## config.mk

```make
export PLATFORM = sky130hd
export DESIGN_NAME = mod_writeback_flat
export DESIGN_NICKNAME = d
export VERILOG_FILES = /design/src/rtl/wb_pkg.sv /design/src/rtl/mod_writeback_if.sv /design/src/rtl/wb_fifo.sv /design/src/rtl/mod_writeback.sv /design/src/flat_wrapper.sv
export SDC_FILE = /design/constraint.sdc
export NUM_CORES = 2
export LEC_CHECK = 0
export BUFFER_PORTS_ARGS = -buffer_cell sky130_fd_sc_hd__buf_2
export CAP_MARGIN = 20
export CORE_AREA = 2 2 583 585
export CTS_CLUSTER_SIZE = 20
export DETAILED_ROUTE_END_ITERATION = 7
export DIE_AREA = 0 0 585 587
export PLACE_DENSITY = 0.41
export SKIP_LAST_GASP = 1
export SLEW_MARGIN = 20
export SYNTH_ARGS = -nofsm -noshare
export SYNTH_HDL_FRONTEND = slang
export SYNTH_HIERARCHICAL = 1
export SYNTH_SLANG_ARGS = --single-unit
```

## constraint.sdc

```tcl
create_clock -name clk -period 38.9 [get_ports clk]
set_input_delay 3.89 -clock clk [delete_from_list [all_inputs] [get_ports clk]]
set_output_delay 3.89 -clock clk [all_outputs]
set_load 0.02 [all_outputs]
```

## src/rtl/wb_pkg.sv

```systemverilog
// Shared types and constants for the writeback stage.
package wb_pkg;

   // RFLAGS in x86 bit order; res_1/res_2/res_3 are the architecturally fixed bits.
   typedef struct packed {
      logic [51:0] rsvd_hi;
      logic        of_flag;
      logic        df_flag;
      logic        if_flag;
      logic        tf_flag;
      logic        sf_flag;
      logic        zf_flag;
      logic        res_3;
      logic        af_flag;
      logic        res_2;
      logic        pf_flag;
      logic        res_1;
      logic        cf_flag;
   } flags_reg;

   // Everything the execute stage hands over for one retiring instruction.
   typedef struct packed {
      logic        enable_writeback;
      logic        jump_flag;
      logic        flags_valid;
      flags_reg    rflags;
      logic [63:0] rip;
      logic [1:0]  dep;
      logic        sim_end;
      logic [63:0] alu_result;
      logic [63:0] alu_ext_result;
      logic [3:0]  reg_byte;
      logic [3:0]  rm_byte;
      logic [7:0]  opcode;
   } exwb_entry_t;

   localparam logic [7:0]  OPC_IMUL     = 8'hF7;
   localparam logic [7:0]  OPC_JE       = 8'h74;
   localparam logic [7:0]  OPC_JNL      = 8'h7D;
   localparam logic [3:0]  RAX_IDX      = 4'd0;
   localparam logic [3:0]  RDX_IDX      = 4'd2;
   localparam logic [1:0]  DEP_REGBYTE  = 2'd2;
   localparam logic [63:0] RFLAGS_RESET = 64'h2;

   // Force the fixed RFLAGS bits to their architectural values.
   function automatic flags_reg sanitize_flags(input flags_reg f);
      flags_reg r;
      r       = f;
      r.res_1 = 1'b1;
      r.res_2 = 1'b0;
      r.res_3 = 1'b0;
      return r;
   endfunction

   // Destination GPR comes from ModRM.reg or ModRM.rm depending on dep.
   function automatic logic [3:0] dest_index(input exwb_entry_t e);
      return (e.dep == DEP_REGBYTE) ? e.reg_byte : e.rm_byte;
   endfunction

endpackage

```

## src/rtl/mod_writeback_if.sv

```systemverilog
// EX/WB handshake bundle: execute is the master, writeback the slave.
interface mod_writeback_if;
   logic        ex_valid;
   logic        ex_ready;
   logic        ex_enable_writeback;
   logic        ex_jump_flag;
   logic        ex_flags_valid;
   logic [63:0] ex_rflags;
   logic [63:0] ex_rip;
   logic [1:0]  ex_dep;
   logic        ex_sim_end;
   logic [63:0] ex_alu_result;
   logic [63:0] ex_alu_ext_result;
   logic [3:0]  ex_regByte;
   logic [3:0]  ex_rmByte;
   logic [7:0]  ex_opcode;

   modport master (
      output ex_valid, ex_enable_writeback, ex_jump_flag, ex_flags_valid,
             ex_rflags, ex_rip, ex_dep, ex_sim_end, ex_alu_result,
             ex_alu_ext_result, ex_regByte, ex_rmByte, ex_opcode,
      input  ex_ready
   );

   modport slave (
      input  ex_valid, ex_enable_writeback, ex_jump_flag, ex_flags_valid,
             ex_rflags, ex_rip, ex_dep, ex_sim_end, ex_alu_result,
             ex_alu_ext_result, ex_regByte, ex_rmByte, ex_opcode,
      output ex_ready
   );
endinterface

```

## src/rtl/wb_fifo.sv

```systemverilog
// Small skid FIFO of EX/WB entries. Flush empties it and wins over a
// simultaneous push, so an entry arriving on the flush edge is dropped.
module wb_fifo
   import wb_pkg::*;
#(
   parameter int DEPTH = 2
) (
   input  logic                         clk,
   input  logic                         reset,
   input  logic                         push,
   input  exwb_entry_t                  push_data,
   input  logic                         pop,
   input  logic                         flush,
   output exwb_entry_t                  head,
   output logic [$clog2(DEPTH+1)-1:0]   count,
   output logic                         full,
   output logic                         empty
);

   localparam int AW = (DEPTH > 1) ? $clog2(DEPTH) : 1;

   exwb_entry_t   mem [DEPTH];
   logic [AW-1:0] wr_ptr;
   logic [AW-1:0] rd_ptr;
   logic          do_push;
   logic          do_pop;

   assign full    = (int'(count) == DEPTH);
   assign empty   = (count == '0);
   assign do_push = push && !full;
   assign do_pop  = pop && !empty;
   assign head    = mem[rd_ptr];

   // Storage needs no reset: pointers and count decide what is valid.
   always_ff @(posedge clk) begin
      if (do_push && !flush) begin
         mem[wr_ptr] <= push_data;
      end
   end

   // Pointer and occupancy bookkeeping; pointers wrap since DEPTH is a power of two.
   always_ff @(posedge clk or negedge reset) begin
      if (!reset) begin
         wr_ptr <= '0;
         rd_ptr <= '0;
         count  <= '0;
      end else if (flush) begin
         wr_ptr <= '0;
         rd_ptr <= '0;
         count  <= '0;
      end else begin
         if (do_push) wr_ptr <= wr_ptr + 1'b1;
         if (do_pop)  rd_ptr <= rd_ptr + 1'b1;
         if (do_push && !do_pop)      count <= count + 1'b1;
         else if (do_pop && !do_push) count <= count - 1'b1;
      end
   end

endmodule

```

## src/rtl/mod_writeback.sv

```systemverilog
// Writeback stage: buffers retiring EX results, owns the GPR file and RFLAGS,
// splits IMUL into RAX then RDX writes, resteers fetch on taken JE and latches
// end-of-simulation. Optional macro WB_BYPASS_EN adds fwd_valid/fwd_reg/fwd_data
// mirroring the GPR write of the current cycle.
module mod_writeback
   import wb_pkg::*;
#(
   parameter int DEPTH = 2,
   parameter int NREGS = 16
) (
   input  logic                clk,
   input  logic                reset,
   mod_writeback_if.slave      ex_bus,
   output logic [63:0]         regfile [NREGS],
   output logic [63:0]         rflags_seq,
   output logic                redirect_valid,
   output logic [63:0]         redirect_rip,
   output logic                sim_end,
   output logic [63:0]         retired_count
`ifdef WB_BYPASS_EN
   ,
   output logic                fwd_valid,
   output logic [3:0]          fwd_reg,
   output logic [63:0]         fwd_data
`endif
);

   localparam int CW = $clog2(DEPTH+1);

   localparam logic [0:0] ST_IDLE  = 1'b0;
   localparam logic [0:0] ST_WR_HI = 1'b1;

   logic [0:0]  state;
   logic [0:0]  state_nxt;

   exwb_entry_t push_entry;
   exwb_entry_t head;
   logic [CW-1:0] fifo_count;
   logic        fifo_full;
   logic        fifo_empty;
   logic        fifo_push;
   logic        fifo_pop;
   logic        fifo_flush;

   logic        wr_en;
   logic [3:0]  wr_idx;
   logic [63:0] wr_data;
   logic        wr_ok;
   logic        flags_we;
   logic        retire;
   logic        redirect_set;
   logic        end_set;

   assign push_entry.enable_writeback = ex_bus.ex_enable_writeback;
   assign push_entry.jump_flag        = ex_bus.ex_jump_flag;
   assign push_entry.flags_valid      = ex_bus.ex_flags_valid;
   assign push_entry.rflags           = ex_bus.ex_rflags;
   assign push_entry.rip              = ex_bus.ex_rip;
   assign push_entry.dep              = ex_bus.ex_dep;
   assign push_entry.sim_end          = ex_bus.ex_sim_end;
   assign push_entry.alu_result       = ex_bus.ex_alu_result;
   assign push_entry.alu_ext_result   = ex_bus.ex_alu_ext_result;
   assign push_entry.reg_byte         = ex_bus.ex_regByte;
   assign push_entry.rm_byte          = ex_bus.ex_rmByte;
   assign push_entry.opcode           = ex_bus.ex_opcode;

   assign ex_bus.ex_ready = (int'(fifo_count) < DEPTH) && !sim_end;
   assign fifo_push       = ex_bus.ex_valid && ex_bus.ex_ready && !fifo_full;
   assign wr_ok           = wr_en && (int'(wr_idx) < NREGS);

   wb_fifo #(.DEPTH(DEPTH)) u_fifo (
      .clk       (clk),
      .reset     (reset),
      .push      (fifo_push),
      .push_data (push_entry),
      .pop       (fifo_pop),
      .flush     (fifo_flush),
      .head      (head),
      .count     (fifo_count),
      .full      (fifo_full),
      .empty     (fifo_empty)
   );

   // Decide what the head entry does this cycle: which GPR/flags to write,
   // whether it retires, and whether it resteers fetch or ends the run.
   always_comb begin
      state_nxt    = state;
      fifo_pop     = 1'b0;
      fifo_flush   = 1'b0;
      wr_en        = 1'b0;
      wr_idx       = '0;
      wr_data      = '0;
      flags_we     = 1'b0;
      retire       = 1'b0;
      redirect_set = 1'b0;
      end_set      = 1'b0;
      case (state)
         ST_IDLE: begin
            if (!fifo_empty) begin
               flags_we = head.flags_valid;
               if (head.opcode == OPC_IMUL) begin
                  wr_en     = 1'b1;
                  wr_idx    = RAX_IDX;
                  wr_data   = head.alu_result;
                  state_nxt = ST_WR_HI;
               end else begin
                  fifo_pop = 1'b1;
                  retire   = 1'b1;
                  if ((head.opcode != OPC_JE) && (head.opcode != OPC_JNL)) begin
                     wr_en   = head.enable_writeback;
                     wr_idx  = dest_index(head);
                     wr_data = head.alu_result;
                  end
                  if ((head.opcode == OPC_JE) && head.jump_flag) begin
                     redirect_set = 1'b1;
                     fifo_flush   = 1'b1;
                  end
                  if (head.sim_end) begin
                     end_set    = 1'b1;
                     fifo_flush = 1'b1;
                  end
               end
            end
         end
         ST_WR_HI: begin
            wr_en     = 1'b1;
            wr_idx    = RDX_IDX;
            wr_data   = head.alu_ext_result;
            fifo_pop  = 1'b1;
            retire    = 1'b1;
            state_nxt = ST_IDLE;
            if (head.sim_end) begin
               end_set    = 1'b1;
               fifo_flush = 1'b1;
            end
         end
         default: state_nxt = ST_IDLE;
      endcase
   end

   // IMUL sequencing between the RAX and RDX write cycles.
   always_ff @(posedge clk or negedge reset) begin
      if (!reset) state <= ST_IDLE;
      else        state <= state_nxt;
   end

   // Single-port GPR write; out-of-range destinations are silently dropped.
   always_ff @(posedge clk or negedge reset) begin
      if (!reset) begin
         for (int i = 0; i < NREGS; i++) regfile[i] <= '0;
      end else if (wr_ok) begin
         regfile[wr_idx] <= wr_data;
      end
   end

   // Architectural flags with the fixed bits normalised on every update.
   always_ff @(posedge clk or negedge reset) begin
      if (!reset)        rflags_seq <= RFLAGS_RESET;
      else if (flags_we) rflags_seq <= sanitize_flags(head.rflags);
   end

   // Resteer pulse, sticky end flag and retirement counter.
   always_ff @(posedge clk or negedge reset) begin
      if (!reset) begin
         redirect_valid <= 1'b0;
         redirect_rip   <= '0;
         sim_end        <= 1'b0;
         retired_count  <= '0;
      end else begin
         redirect_valid <= redirect_set;
         if (redirect_set) redirect_rip  <= head.rip;
         if (end_set)      sim_end       <= 1'b1;
         if (retire)       retired_count <= retired_count + 64'd1;
      end
   end

`ifdef WB_BYPASS_EN
   assign fwd_valid = wr_ok;
   assign fwd_reg   = wr_idx;
   assign fwd_data  = wr_data;
`endif

endmodule

```

## src/flat_wrapper.sv

```systemverilog
// flat-port wrapper written by rule: the top's interface ports become plain ports
module mod_writeback_flat import wb_pkg::*;
#(
   parameter int DEPTH = 2,
   parameter int NREGS = 16
)
  (clk, reset, regfile, rflags_seq, redirect_valid, redirect_rip, sim_end, retired_count, ex_bus_ex_valid, ex_bus_ex_enable_writeback, ex_bus_ex_jump_flag, ex_bus_ex_flags_valid, ex_bus_ex_rflags, ex_bus_ex_rip, ex_bus_ex_dep, ex_bus_ex_sim_end, ex_bus_ex_alu_result, ex_bus_ex_alu_ext_result, ex_bus_ex_regByte, ex_bus_ex_rmByte, ex_bus_ex_opcode, ex_bus_ex_ready);
  mod_writeback_if ex_bus_i ();
  input  logic clk;
  input  logic reset;
  output logic [63:0] regfile[NREGS];
  output logic [63:0] rflags_seq;
  output logic redirect_valid;
  output logic [63:0] redirect_rip;
  output logic sim_end;
  output logic [63:0] retired_count;
  input wire logic [$bits(ex_bus_i.ex_valid)-1:0] ex_bus_ex_valid;
  input wire logic [$bits(ex_bus_i.ex_enable_writeback)-1:0] ex_bus_ex_enable_writeback;
  input wire logic [$bits(ex_bus_i.ex_jump_flag)-1:0] ex_bus_ex_jump_flag;
  input wire logic [$bits(ex_bus_i.ex_flags_valid)-1:0] ex_bus_ex_flags_valid;
  input wire logic [$bits(ex_bus_i.ex_rflags)-1:0] ex_bus_ex_rflags;
  input wire logic [$bits(ex_bus_i.ex_rip)-1:0] ex_bus_ex_rip;
  input wire logic [$bits(ex_bus_i.ex_dep)-1:0] ex_bus_ex_dep;
  input wire logic [$bits(ex_bus_i.ex_sim_end)-1:0] ex_bus_ex_sim_end;
  input wire logic [$bits(ex_bus_i.ex_alu_result)-1:0] ex_bus_ex_alu_result;
  input wire logic [$bits(ex_bus_i.ex_alu_ext_result)-1:0] ex_bus_ex_alu_ext_result;
  input wire logic [$bits(ex_bus_i.ex_regByte)-1:0] ex_bus_ex_regByte;
  input wire logic [$bits(ex_bus_i.ex_rmByte)-1:0] ex_bus_ex_rmByte;
  input wire logic [$bits(ex_bus_i.ex_opcode)-1:0] ex_bus_ex_opcode;
  output wire logic [$bits(ex_bus_i.ex_ready)-1:0] ex_bus_ex_ready;
  assign ex_bus_i.ex_valid = ex_bus_ex_valid;
  assign ex_bus_i.ex_enable_writeback = ex_bus_ex_enable_writeback;
  assign ex_bus_i.ex_jump_flag = ex_bus_ex_jump_flag;
  assign ex_bus_i.ex_flags_valid = ex_bus_ex_flags_valid;
  assign ex_bus_i.ex_rflags = ex_bus_ex_rflags;
  assign ex_bus_i.ex_rip = ex_bus_ex_rip;
  assign ex_bus_i.ex_dep = ex_bus_ex_dep;
  assign ex_bus_i.ex_sim_end = ex_bus_ex_sim_end;
  assign ex_bus_i.ex_alu_result = ex_bus_ex_alu_result;
  assign ex_bus_i.ex_alu_ext_result = ex_bus_ex_alu_ext_result;
  assign ex_bus_i.ex_regByte = ex_bus_ex_regByte;
  assign ex_bus_i.ex_rmByte = ex_bus_ex_rmByte;
  assign ex_bus_i.ex_opcode = ex_bus_ex_opcode;
  assign ex_bus_ex_ready = ex_bus_i.ex_ready;
  mod_writeback #(.DEPTH(DEPTH), .NREGS(NREGS)) u_core (.clk(clk), .reset(reset), .ex_bus(ex_bus_i), .regfile(regfile), .rflags_seq(rflags_seq), .redirect_valid(redirect_valid), .redirect_rip(redirect_rip), .sim_end(sim_end), .retired_count(retired_count));
endmodule
```

# After elaboration in Yosys (flattened, before gate mapping)
# Memories as Yosys holds them, arrays and structs flattened.
# Index checks and enable logic that the tools add are counted.
# word_totals
reg_bits,1220
ram_bits,556
inputBits,281
output_inout_bits,1219
word_cells,108
n_memories,1
# mem_list
name,depth,word_bits,rd,rd_ports_with_merged_regs,write_ports,line_no,rtl
u_core.u_fifo.mem,2,278,1,0,1,wb_fifo.sv:22,exwb_entry_t mem [DEPTH];
# op_classes
addsub,5
order_cmp,3
n_eq_ne,6
muxes,45
bitwise_logic,2
reduce_logical,21
# op_table
op,count
$bwmux 1024,1
$demux 64 s4,1
$mux 64,4
$pmux 64 s2,1
$add 64x1->64 const B,1
$mux 1,25
$mux 4,4
$ne 8x7->1 const B,2
$logic_and 1x1->1,11
$pmux 1 s2,5
$eq 8x7->1 const B,1
$eq 8x8->1 const B,1
$pmux 4 s2,1
$logic_not 1->1,6
$mux 2,3
$ge 5x5->1 const B,1
$lt 5x1->1 const B,1
$not 4->5,1
$eq 2x2->1 const B,2
$reduce_bool 2->1,2
$reduce_bool 3->1,1
$add 1x1->1 const B,2
$add 2x1->2 const B,1
$logic_not 2->1,1
other kinds (3),3

# Depth between registers and ports, before layout
# An unclocked memory read counts as a cell.
# logic_depth
word_depth,13
ltp_mapped,14
depth_no_buf,8

# Hierarchy
# The synthesis kept the hierarchy.
# modules_own_cells
module,n_inst,cells_per_inst,area_each_um2,seq_area_each_um2
mod_writeback,1,3052,46893.7,30429.2
wb_fifo,1,890,20259.4,16796.1

# Worst setup path before layout
# OpenSTA, ideal clock, no wires.
# synth_path
path_type,in2reg
start,in ex_bus_ex_valid
end,"mem u_core/u_fifo/mem[1][0] (netlist name), enable pin"
setup_time_ns,1.315
arrival_time_ns,24.813
t_required_ns,37.585
setup_slack_ns,12.772
stages,3
path_buffers,0
cell_sequence,nor4b_1 nand2b_1 nor3b_1
# synth_via
elab_chain_cells,6
# synth_lines
element,line_no,rtl
start: declaration,flat_wrapper.sv:17,input wire logic [$bits(ex_bus_i.ex_valid)-1:0] ex_bus_ex_valid;
$logic_and 1x1->1 (2 in a row),mod_writeback.sv:68,assign fifo_push = ex_bus.ex_valid && ex_bus.ex_ready && !fifo_full;
$logic_and 1x1->1,wb_fifo.sv:30,assign do_push = push && !full;
$logic_and 1x1->1,wb_fifo.sv:36,if (do_push && !flush) begin
$mux 1,wb_fifo.sv:36,
$mux 1 (not written as such),wb_fifo.sv:37,mem[wr_ptr] <= push_data;
end: declaration,wb_fifo.sv:22,
# Every way passes these cells.

==> implementation parameters <==
Parameter                              Value

Global routing
  Via count of the first global-routing pass    42000
  Antenna violations before repair    193
  Global-route usage over all layers    15.0%
  Remaining global-route overflow    0
  First-pass GRT wire length    361 mm
  Maximum number of pins on one net before global-route repair    103

Cells and area
  Area grow syn2layout    29.8%
  Fill cell total of the finished layout    35200
  Most frequent cells in the layout    sky130_fd_sc_hd__buf_2 (1492), sky130_fd_sc_hd__dfrtp_1 (1218), sky130_fd_sc_hd__mux2_2 (1016), sky130_fd_sc_hd__edfxtp_1 (550), sky130_fd_sc_hd__mux2_1 (345)
  Combined flip-flop and latch cell area    0.0471 mm^2
  Most common library cell in the layout ignoring fill and taps    sky130_fd_sc_hd__buf_2
  Number of nets in the finished design    5772
  Multi-input combinational cell area    0.0187 mm^2
  Fraction of final layout cells sized beyond drive strength 1    52.5%
  Non-Filler Cell Area, Final    0.0869 mm^2

CTS
  Root buffer selected by CTS    sky130_fd_sc_hd__clkbuf_16
  Clock buffer depth    4
  Hold Buf Count CTS    0
  Reg clk slew, reported paths    60 ps
  Total number of clock tree sinks    1770
  Resized Gates After CTS    0
  Post-CTS Repair Setup Buffers    0
  CTS tree    done
  Worst-skew pair later-pin latency    880 ps
  Num CTS Buffers    210
  H-tree depth    4

Setup path
  Delay of the slowest critical-path stage    820 ps
  Critical Path End Type    async pin
  Library cell appearing most often on the critical path    sky130_fd_sc_hd__buf_4
  R2r setup slk    32410 ps
  Crit path kind    primary input to async pin
  Worst setup SP type    primary input
  Data arrival at the endpoint of the critical path    8910 ps
  Biggest fanout along the worst timing path    102
  Critical path data required time    39810 ps
  Critical path cell sequence    buf_12, buf_4, buf_4, buf_4, buf_4, buf_4, buf_4
  CP max-delay cell    sky130_fd_sc_hd__buf_4

Pwr
  Lkg Pwr    42.1 nW
  Clock power frac    38.7%
  Total net switching power    1.62 mW
  Total power density per cell area    60.1 mW/mm^2
  Sw Ratio    31.1%
  Internal power    3.60 mW
  Combinational fraction of design power    19.8%
  Worst voltage drop across the vdd grid    46.5 uV
  Sequential group share of total power    41.5%

Timing
  Highest clock frequency the design can meet    125 MHz
  Slew at the pin closest to its max-slew limit    1160 ps
  Final critical-path share of the clock period    20.6%
  Final setup vio count    0
  Minimum clock period after layout    8000 ps
  RSZ-0062 raised after global routing    no
  Setup Skew    62.2 ps
  Post-Route Setup TNS    0 ps
  Final hold viol count    0
  Count of final max-slew check failures    0
  Relative slew slack    22.5%

Drt
  Length of routed met3 wiring    23.3 mm
  Avg Vias per Cell    3.97
  Average routed wire per standard cell    26.0 um
  Wire length on met1    107 mm
  Final ANT Viol Nets    0
  DRT iter0 DRCs    2034
  Number of iterations in the first detailed-routing pass    5
  Drt total wl    267 mm
  Vias post-DR    40700
  Post-route DRC    0
  Highest metal layer with signal wires    met5
  Total met2 wirelength after detailed routing    129 mm

Floorplanning
  Horizontal die dimension    585 um
  Chip Height    587 um
  Cell row count    214
  Core region area    0.338 mm^2
  Starting Density    19.8%
  Overall die area    0.343 mm^2
  Io pins    1500

Placed design
  Half-perimeter wire length after placement    187 mm
  Area of placed instances    0.0796 mm^2
  Number of input and output port buffers inserted    1493
  Placer Congestion    0.770

Worst hold path
  Type of the most critical hold path    register to register

Synth
  Mapped Avg Cell Area    17.0 um^2
  Post-synthesis instance area    0.0669 mm^2
  Synthesized instance count    3933
  Warnings from Yosys    6

Run
  Number of max-cap violations    0

Outcome
  Run status    finished, final reports clean
-- metrics by stage --
step,hold WS (ps),worst slack [ps],power [mW],std cells,utilization [%]
6_report,471,30900,5.22,10300,25.7
5_1_grt,486,30220,5.45,10200,25.7
3_5_place_dp,457,29720,3.27,9813,23.6
2_1_floorplan,514,13000,2.76,3934,-
3_3_place_gp,463,29880,3.26,9812,23.6
4_1_cts,477,30720,5.33,10200,25.7
-- power groups by stage --
stage / registers [mW] / clock network, mW / logic (mW)
2_1_floorplan: 2.37 / 0 / 0.390
3_3_place_gp: 2.20 / 0 / 1.06
3_5_place_dp: 2.20 / 0 / 1.07
4_1_cts: 2.17 / 2.09 / 1.07
5_1_grt: 2.19 / 2.16 / 1.10
6_report: 2.17 / 2.02 / 1.03
-- sequential cells by signal, indices dropped and copies added, names as in the netlist --
signal / cells
u_core/rflags_seq: 61
u_core/u_fifo/count: 2
u_core/redirect_valid: 1
u_core/u_fifo/rd_ptr: 1
u_core/u_fifo/wr_ptr: 1
u_core/retired_count: 64
u_core/state: 1
u_core/sim_end: 1
u_core/redirect_rip: 64
u_core/u_fifo/mem: 550
u_core/regfile: 1024
-- worst max-delay path: cells and delay by family --
kind / cells / cell delay, ps
buffers and inverters: 7 / 4620
-- worst paths after layout --
check / cells after the start / from / to
min in group asynchronous: 1 / reset / u_core/redirect_rip[57]
max reg2reg: 12 / u_core/u_fifo/rd_ptr / u_core/u_fifo/mem[1][58]
max: 7 / reset / u_core/regfile[206]
min reg2reg: 2 / u_core/redirect_rip[4] / u_core/redirect_rip[4]
max in group clk: 7 / ex_bus_ex_valid / u_core/u_fifo/mem[1][58]
min: 2 / u_core/redirect_rip[4] / u_core/redirect_rip[4]
-- area by class of cell --
class	instances	share of cell area [%]
Inverter	12	0.0533
Clock inverter	86	1.16
Timing Repair Buffer	1585	9.43
Multi-Input combinational cell	1911	21.5
Antenna cell	49	0.141
Sequential cell	1770	54.2
Clock buffer	301	6.98
Tap cell	4536	6.53
-- per-layer routing --
metal,up-vias,global-route usage (%)
li1,17500,-
met1,21200,18.0
met2,1507,25.4
met3,519,5.17
met4,96,4.15
met5,-,0
(Power assumes the default switching activity.)
